**src/rtl/ppg_led_sequencer.sv**
```systemverilog
// ppg_led_sequencer: time-division LED controller for the PPG fingerclip front end.
//
// Each frame drives the red LED, then a dark gap, then the IR LED, then a second dark
// gap. Vppg is sampled once at the end of each LED-on window. The sampled value steps
// that channel's DC compensation so Vppg stays inside [WIN_LO, WIN_HI]. It also tracks
// a per-channel lock flag. The two LEDs are never on together, and every LED change
// passes through a dark gap.
//
// Ports:
//   clk          in   system clock
//   rst          in   synchronous active-high reset
//   enable       in   start/continue sequencing (sampled in IDLE and at end of DARK2)
//   Vppg[7:0]    in   front-end PPG voltage code
//   LED_RED      out  red LED drive (registered)
//   LED_IR       out  IR LED drive (registered)
//   DC_Comp[6:0] out  DC compensation for the active/next channel
//   PGA_Gain[3:0] out PGA gain for the active/next channel
//   sample_data  out  last captured Vppg
//   sample_ch    out  channel of last sample (0 = red, 1 = IR)
//   sample_valid out  one-cycle pulse per captured sample
//   red_locked   out  red DC loop in window
//   ir_locked    out  IR DC loop in window
//
// Optional feature macro: PPG_PGA_AUTO_EN. When it is defined, each sample also adjusts
// that channel's PGA gain. A railed sample (0 or 255) lowers the gain. A locked sample
// near the window centre raises it. When it is undefined, both gains stay at PGA_INIT.

module ppg_led_sequencer #(
    parameter int unsigned SETTLE_CYC = 16,
    parameter int unsigned DARK_CYC   = 8,
    parameter int unsigned WIN_LO     = 64,
    parameter int unsigned WIN_HI     = 192,
    parameter int unsigned DC_INIT    = 64,
    parameter int unsigned PGA_INIT   = 4,
    parameter int unsigned LOCK_CNT   = 4
) (
    input  logic       clk,
    input  logic       rst,
    input  logic       enable,
    input  logic [7:0] Vppg,
    output logic       LED_RED,
    output logic       LED_IR,
    output logic [6:0] DC_Comp,
    output logic [3:0] PGA_Gain,
    output logic [7:0] sample_data,
    output logic       sample_ch,
    output logic       sample_valid,
    output logic       red_locked,
    output logic       ir_locked
);

    localparam int unsigned CNT_MAX = (SETTLE_CYC > DARK_CYC) ? SETTLE_CYC : DARK_CYC;
    localparam int unsigned CW      = $clog2(CNT_MAX + 1);
    localparam int unsigned LW      = $clog2(LOCK_CNT + 1);

    localparam logic [CW-1:0] SETTLE_LAST = CW'(SETTLE_CYC - 1);
    localparam logic [CW-1:0] DARK_LAST   = CW'(DARK_CYC - 1);
    localparam logic [LW-1:0] LOCK_FULL   = LW'(LOCK_CNT);
    localparam logic [7:0]    WIN_LO_V    = 8'(WIN_LO);
    localparam logic [7:0]    WIN_HI_V    = 8'(WIN_HI);
    localparam logic [6:0]    DC_RST      = 7'(DC_INIT);
    localparam logic [6:0]    DC_MAX      = 7'd127;
    localparam logic [3:0]    PGA_RST     = 4'(PGA_INIT);

    typedef enum logic [2:0] {
        StIdle,
        StRedSettle,
        StRedSamp,
        StDark1,
        StIrSettle,
        StIrSamp,
        StDark2
    } state_e;

    state_e        state_q, state_d;
    logic [CW-1:0] cnt_q, cnt_d;

    logic          led_red_q, led_ir_q;
    logic [6:0]    dc_comp_q;
    logic [3:0]    pga_gain_q;
    logic [7:0]    sample_data_q;
    logic          sample_ch_q;
    logic          sample_valid_q;

    logic [6:0]    dc_red_q, dc_ir_q;
    logic [3:0]    pga_red_q, pga_ir_q;
    logic [LW-1:0] lcnt_red_q, lcnt_ir_q;
    logic          red_lock_q, ir_lock_q;

    logic          samp_red, samp_ir, samp_any;
    logic [6:0]    cur_dc, upd_dc;
    logic [3:0]    cur_pga, upd_pga;
    logic [LW-1:0] cur_lcnt, upd_lcnt;
    logic          upd_lock;
    logic          above, below, in_win;

    // ---------------------------------------------------------------- next state
    always_comb begin
        state_d = state_q;
        cnt_d   = cnt_q;
        case (state_q)
            StIdle: begin
                if (enable) begin
                    state_d = StRedSettle;
                    cnt_d   = '0;
                end
            end
            StRedSettle: begin
                if (cnt_q == SETTLE_LAST) begin
                    state_d = StRedSamp;
                    cnt_d   = '0;
                end else begin
                    cnt_d = cnt_q + 1'b1;
                end
            end
            StRedSamp: begin
                state_d = StDark1;
                cnt_d   = '0;
            end
            StDark1: begin
                if (cnt_q == DARK_LAST) begin
                    state_d = StIrSettle;
                    cnt_d   = '0;
                end else begin
                    cnt_d = cnt_q + 1'b1;
                end
            end
            StIrSettle: begin
                if (cnt_q == SETTLE_LAST) begin
                    state_d = StIrSamp;
                    cnt_d   = '0;
                end else begin
                    cnt_d = cnt_q + 1'b1;
                end
            end
            StIrSamp: begin
                state_d = StDark2;
                cnt_d   = '0;
            end
            StDark2: begin
                // enable is only looked at here, so a mid-frame drop finishes the frame.
                if (cnt_q == DARK_LAST) begin
                    state_d = enable ? StRedSettle : StIdle;
                    cnt_d   = '0;
                end else begin
                    cnt_d = cnt_q + 1'b1;
                end
            end
            default: begin
                state_d = StIdle;
                cnt_d   = '0;
            end
        endcase
    end

    assign samp_red = (state_q == StRedSamp);
    assign samp_ir  = (state_q == StIrSamp);
    assign samp_any = samp_red | samp_ir;

    // ------------------------------------------- per-sample loop update (shared)
`ifdef PPG_PGA_AUTO_EN
    localparam logic [7:0] PGA_UP_LO = 8'(WIN_LO + 32);
    localparam logic [7:0] PGA_UP_HI = 8'(WIN_HI - 32);
    logic cur_lock;
    assign cur_lock = samp_ir ? ir_lock_q : red_lock_q;
`endif

    always_comb begin
        cur_dc   = samp_ir ? dc_ir_q : dc_red_q;
        cur_pga  = samp_ir ? pga_ir_q : pga_red_q;
        cur_lcnt = samp_ir ? lcnt_ir_q : lcnt_red_q;
        above    = (Vppg > WIN_HI_V);
        below    = (Vppg < WIN_LO_V);
        in_win   = ~above & ~below;

        upd_dc = cur_dc;
        if (above && cur_dc != DC_MAX) begin
            upd_dc = cur_dc + 1'b1;
        end else if (below && cur_dc != '0) begin
            upd_dc = cur_dc - 1'b1;
        end

        if (!in_win) begin
            upd_lcnt = '0;
        end else if (cur_lcnt == LOCK_FULL) begin
            upd_lcnt = cur_lcnt;
        end else begin
            upd_lcnt = cur_lcnt + 1'b1;
        end
        upd_lock = in_win && (upd_lcnt == LOCK_FULL);

        upd_pga = cur_pga;
`ifdef PPG_PGA_AUTO_EN
        // Gain decisions use the lock state from before this sample.
        if (Vppg == 8'd255 || Vppg == 8'd0) begin
            if (cur_pga != 4'd0) begin
                upd_pga = cur_pga - 1'b1;
            end
            upd_lcnt = '0;
            upd_lock = 1'b0;
        end else if (Vppg >= PGA_UP_LO && Vppg <= PGA_UP_HI && cur_lock &&
                     cur_pga != 4'd15) begin
            upd_pga = cur_pga + 1'b1;
        end
`endif
    end

    // ------------------------------------------------------------------ registers
    always_ff @(posedge clk) begin
        if (rst) begin
            state_q        <= StIdle;
            cnt_q          <= '0;
            led_red_q      <= 1'b0;
            led_ir_q       <= 1'b0;
            dc_comp_q      <= DC_RST;
            pga_gain_q     <= PGA_RST;
            sample_data_q  <= '0;
            sample_ch_q    <= 1'b0;
            sample_valid_q <= 1'b0;
            dc_red_q       <= DC_RST;
            dc_ir_q        <= DC_RST;
            pga_red_q      <= PGA_RST;
            pga_ir_q       <= PGA_RST;
            lcnt_red_q     <= '0;
            lcnt_ir_q      <= '0;
            red_lock_q     <= 1'b0;
            ir_lock_q      <= 1'b0;
        end else begin
            state_q        <= state_d;
            cnt_q          <= cnt_d;
            // LEDs decoded from the next state, so they line up with state_q exactly.
            led_red_q      <= (state_d == StRedSettle) || (state_d == StRedSamp);
            led_ir_q       <= (state_d == StIrSettle) || (state_d == StIrSamp);
            sample_valid_q <= samp_any;
            if (samp_any) begin
                sample_data_q <= Vppg;
                sample_ch_q   <= samp_ir;
            end
            if (samp_red) begin
                dc_red_q   <= upd_dc;
                pga_red_q  <= upd_pga;
                lcnt_red_q <= upd_lcnt;
                red_lock_q <= upd_lock;
            end
            if (samp_ir) begin
                dc_ir_q   <= upd_dc;
                pga_ir_q  <= upd_pga;
                lcnt_ir_q <= upd_lcnt;
                ir_lock_q <= upd_lock;
            end
            // Preload on entry to the dark gap: the outputs show the other channel's
            // settings before its LED turns on.
            if (samp_red) begin
                dc_comp_q  <= dc_ir_q;
                pga_gain_q <= pga_ir_q;
            end else if (samp_ir) begin
                dc_comp_q  <= dc_red_q;
                pga_gain_q <= pga_red_q;
            end
        end
    end

    assign LED_RED      = led_red_q;
    assign LED_IR       = led_ir_q;
    assign DC_Comp      = dc_comp_q;
    assign PGA_Gain     = pga_gain_q;
    assign sample_data  = sample_data_q;
    assign sample_ch    = sample_ch_q;
    assign sample_valid = sample_valid_q;
    assign red_locked   = red_lock_q;
    assign ir_locked    = ir_lock_q;

endmodule
```
**config.mk**
```make
export PLATFORM = sky130hd
export DESIGN_NAME = ppg_led_sequencer
export DESIGN_NICKNAME = d
export VERILOG_FILES = /design/src/rtl/ppg_led_sequencer.sv
export SDC_FILE = /design/constraint.sdc
export NUM_CORES = 1
export LEC_CHECK = 0
export CAP_MARGIN = 10
export CORE_ASPECT_RATIO = 0.9
export CORE_MARGIN = 8
export CORE_UTILIZATION = 30
export CTS_CLUSTER_DIAMETER = 200
export DETAILED_ROUTE_END_ITERATION = 7
export PLACE_DENSITY = 0.57
export RECOVER_POWER = 100
export SLEW_MARGIN = 10
export SYNTH_ARGS = -nofsm -noshare
export SYNTH_HDL_FRONTEND = slang
export SYNTH_SLANG_ARGS = --single-unit
```
**constraint.sdc**
```tcl
create_clock -name clk -period 4.3 [get_ports clk]
set_input_delay 0.86 -clock clk [delete_from_list [all_inputs] [get_ports clk]]
set_output_delay 0.86 -clock clk [all_outputs]
set_load 0.01 [all_outputs]
```
==> impl_metrics.toml <==
[grt]
grt.total_usage = 0.115
grt_overflow = 0
grt_pass1_vias = 2555
antenna_found_initial = 0
grt_max_degree = 29
grt_pass1_wl_um = 12900

[synthesis]
synth_area_um2 = 3140
synthArstFlopShare = 0
synth_largest_area_cell = "dfxtp_1"
yosysTopAreaCellShare = 0.389
avgSynthCellArea_um2 = 8.29
synth.distinct_cells = 55
synthFlopType = "dfxtp_1"
synth_edf_count = 0
ys_ff_latch = 61
synth_common_cells = "61 x dfxtp_1, 54 x nand2_1, 35 x a21oi_1, 35 x nor2_1, 20 x clkbuf_1"
synth.net_count = 398
synth_cells = 379
synth.area.top_cells = "dfxtp_1 39%, nand2_1 6.4%, a21oi_1 5.6%, mux2_2 4.7%, nor2_1 4.2%"
ys_warn_count = 0
synth_seq_area_share = 0.389
yosysMostFrequentCell = "dfxtp_1"

[pwr]
total_power_mw = 1.23
leakagePower_nw = 1.42
vdd_ir_drop_max_mv = 0.245
pwr_density_cell_nw_per_um2 = 326

[critical_path]
crit_required_ps = 4510
crit_type = "flop to flop"
worstPathMaxFanout = 25
arrival_ps = 3350
worst_setup_path_end_kind = "flop"
start_kind = "flop"

[drt]
via_per_inst = 5.16
wl_per_cell_um = 14.7
route.detailed.drc = 0
first_pass_iters = 4
ant_nets = 0
vias = 2761
routed_wl_um = 7860
drtIter0Drc = 203

[finish]
drive_gt1_frac = 0.0837
multi_input_area_um2 = 1750
fillers = 1051
layout.cells.non_filler = 535
final_nets = 422
antennaDiodeCount = 0
area_delta_synth_final_pct = 20.5
utilization = 0.371
fin_area_um2 = 3790
seq_area_um2 = 1220

[clock_network]
cts_root_buf = "clkbuf_16"
numCtsBuffers = 9
cts-resized-gates = 0
cts_buffer_depth = 2
insertion_delay_ps = 320
cts_setup_buffers = 0
cts_tree = "yes"
cts_max_level = 3
clk_pin_slew_worst_paths_ps = 50
ctsHoldBuffers = 0
cts_sinks = 61

[place]
placed_area_um2 = 3580
pre_cts_slack_ps = 1260
dp_cells = 521
place.gp.congestion = 0.856
dp_hpwl_um = 5500
portBuffers = 35

[timing]
worst_slew_pin_slew_ps = 1180
rsz0062_at_grt = "false"
setup_slack_ps = 1160
layout_min_cycle_time_ps = 3140
maxSlewHeadroom = 0.204
hold_viol_final = 0
worst_clock_skew_ps = 5.87
setup_viol = 0
whs_ps = 439
finalCritPeriodShare = 0.730
fmax_ghz = 0.319
drv_slew = 0
finalSetupTns_ps = 0

[die]
rows = 35
io_pins = 36
start_util = 0.308
die_h_um = 113
placeableCoreArea_um2 = 10200
die-area_um2 = 14000
die_x_um = 124

[run]
cap_violations = 0

[worst_hold_path]
hold_path_class = "flop to flop"

[status]
status = "completed"
[worst max-delay path, stage by stage (launching register included)]
cell,delay (ps)
dfxtp_1,620
nand3b_2,200
buf_4,320
mux2i_1,390
inv_1,120
ha_1,270
nand2_1,80
mux2_1,260
o221ai_1,210
a21oi_1,200
mux2_2,350
[area by class of cell]
class,instances,area share
clock inverter,3,0.00396
sequential,61,0.322
multi-input combinational,282,0.463
inverter,8,0.00793
timing repair buffer,41,0.0987
tap,129,0.0426
clock buffer,11,0.0614
[power breakdown]
group	switching [mW]	internal (mW)
Sequential	0.00425	0.569
Clock	0.230	0.379
Combinational	0.0321	0.0197
Total	0.266	0.968
[flip-flops by register name (all words and copies together) (netlist names)]
signal        cells
LED_RED           1
dc_ir_q           7
lcnt_ir_q         3
sample_ch         1
PGA_Gain          4
lcnt_red_q        3
cnt_q             5
ir_locked         1
state_q           3
LED_IR            1
DC_Comp           7
red_locked        1
sample_valid      1
dc_red_q          7
sample_data       8
pga_red_q         4
pga_ir_q          4
[per-layer routing]
| layer | global-route usage | wire [um] | vias to the layer above |
|---|---|---|---|
| li1 | - | - | 1401 |
| met5 | 0 | 0 | - |
| met2 | 0.165 | 3490 | 50 |
| met4 | 0.0357 | 52 | 0 |
| met3 | 0.0393 | 419 | 4 |
| met1 | 0.158 | 3900 | 1306 |
[layout by cell type, fill, tap and decap left out, drive strengths merged, types with 2 or more instances in the layout]
master	n
nor4	7
o21ai	18
dfxtp	61
o22ai	2
nand2b	3
nor2	35
dlygate4sd3	26
clkbuf	16
nand4b	4
a211oi	4
o31ai	2
buf	2
or2	2
o211ai	6
nand2	54
nand3b	3
o2111ai	3
clkinv	3
a31oi	3
inv	8
mux2i	7
clkdlybuf4s50	8
a21oi	35
and3	2
nor3	6
a311oi	2
nand4	2
nor2b	19
o21a	4
mux2	17
nand3	9
a221oi	2
ha	8
a22oi	8
[cells by family (layout without fill, tap and decap cells)]
group,after synthesis,after routing,synth area share
and+or+nand+nor,152,152,0.236
AOI/OAI and AO/OA,97,97,0.205
DFF,61,61,0.389
buffers and inverters,36,63,0.0474
muxes,24,24,0.0884
adders and majority gates,8,8,0.0318
xor gates and xnor gates,1,1,0.00279
[path summary, 6_finish.rpt]
check                            startpoint          end  slack, ps  depth (start not counted)
worst max-delay path             state_q[1]  dc_red_q[3]       1160                         10
worst min-delay path            PGA_Gain[2]  PGA_Gain[2]        440                          2
worst max register to register   state_q[1]  dc_red_q[3]       1160                         10
worst min register to register  PGA_Gain[2]  PGA_Gain[2]        440                          2
Power figures use the tool's default switching activity.
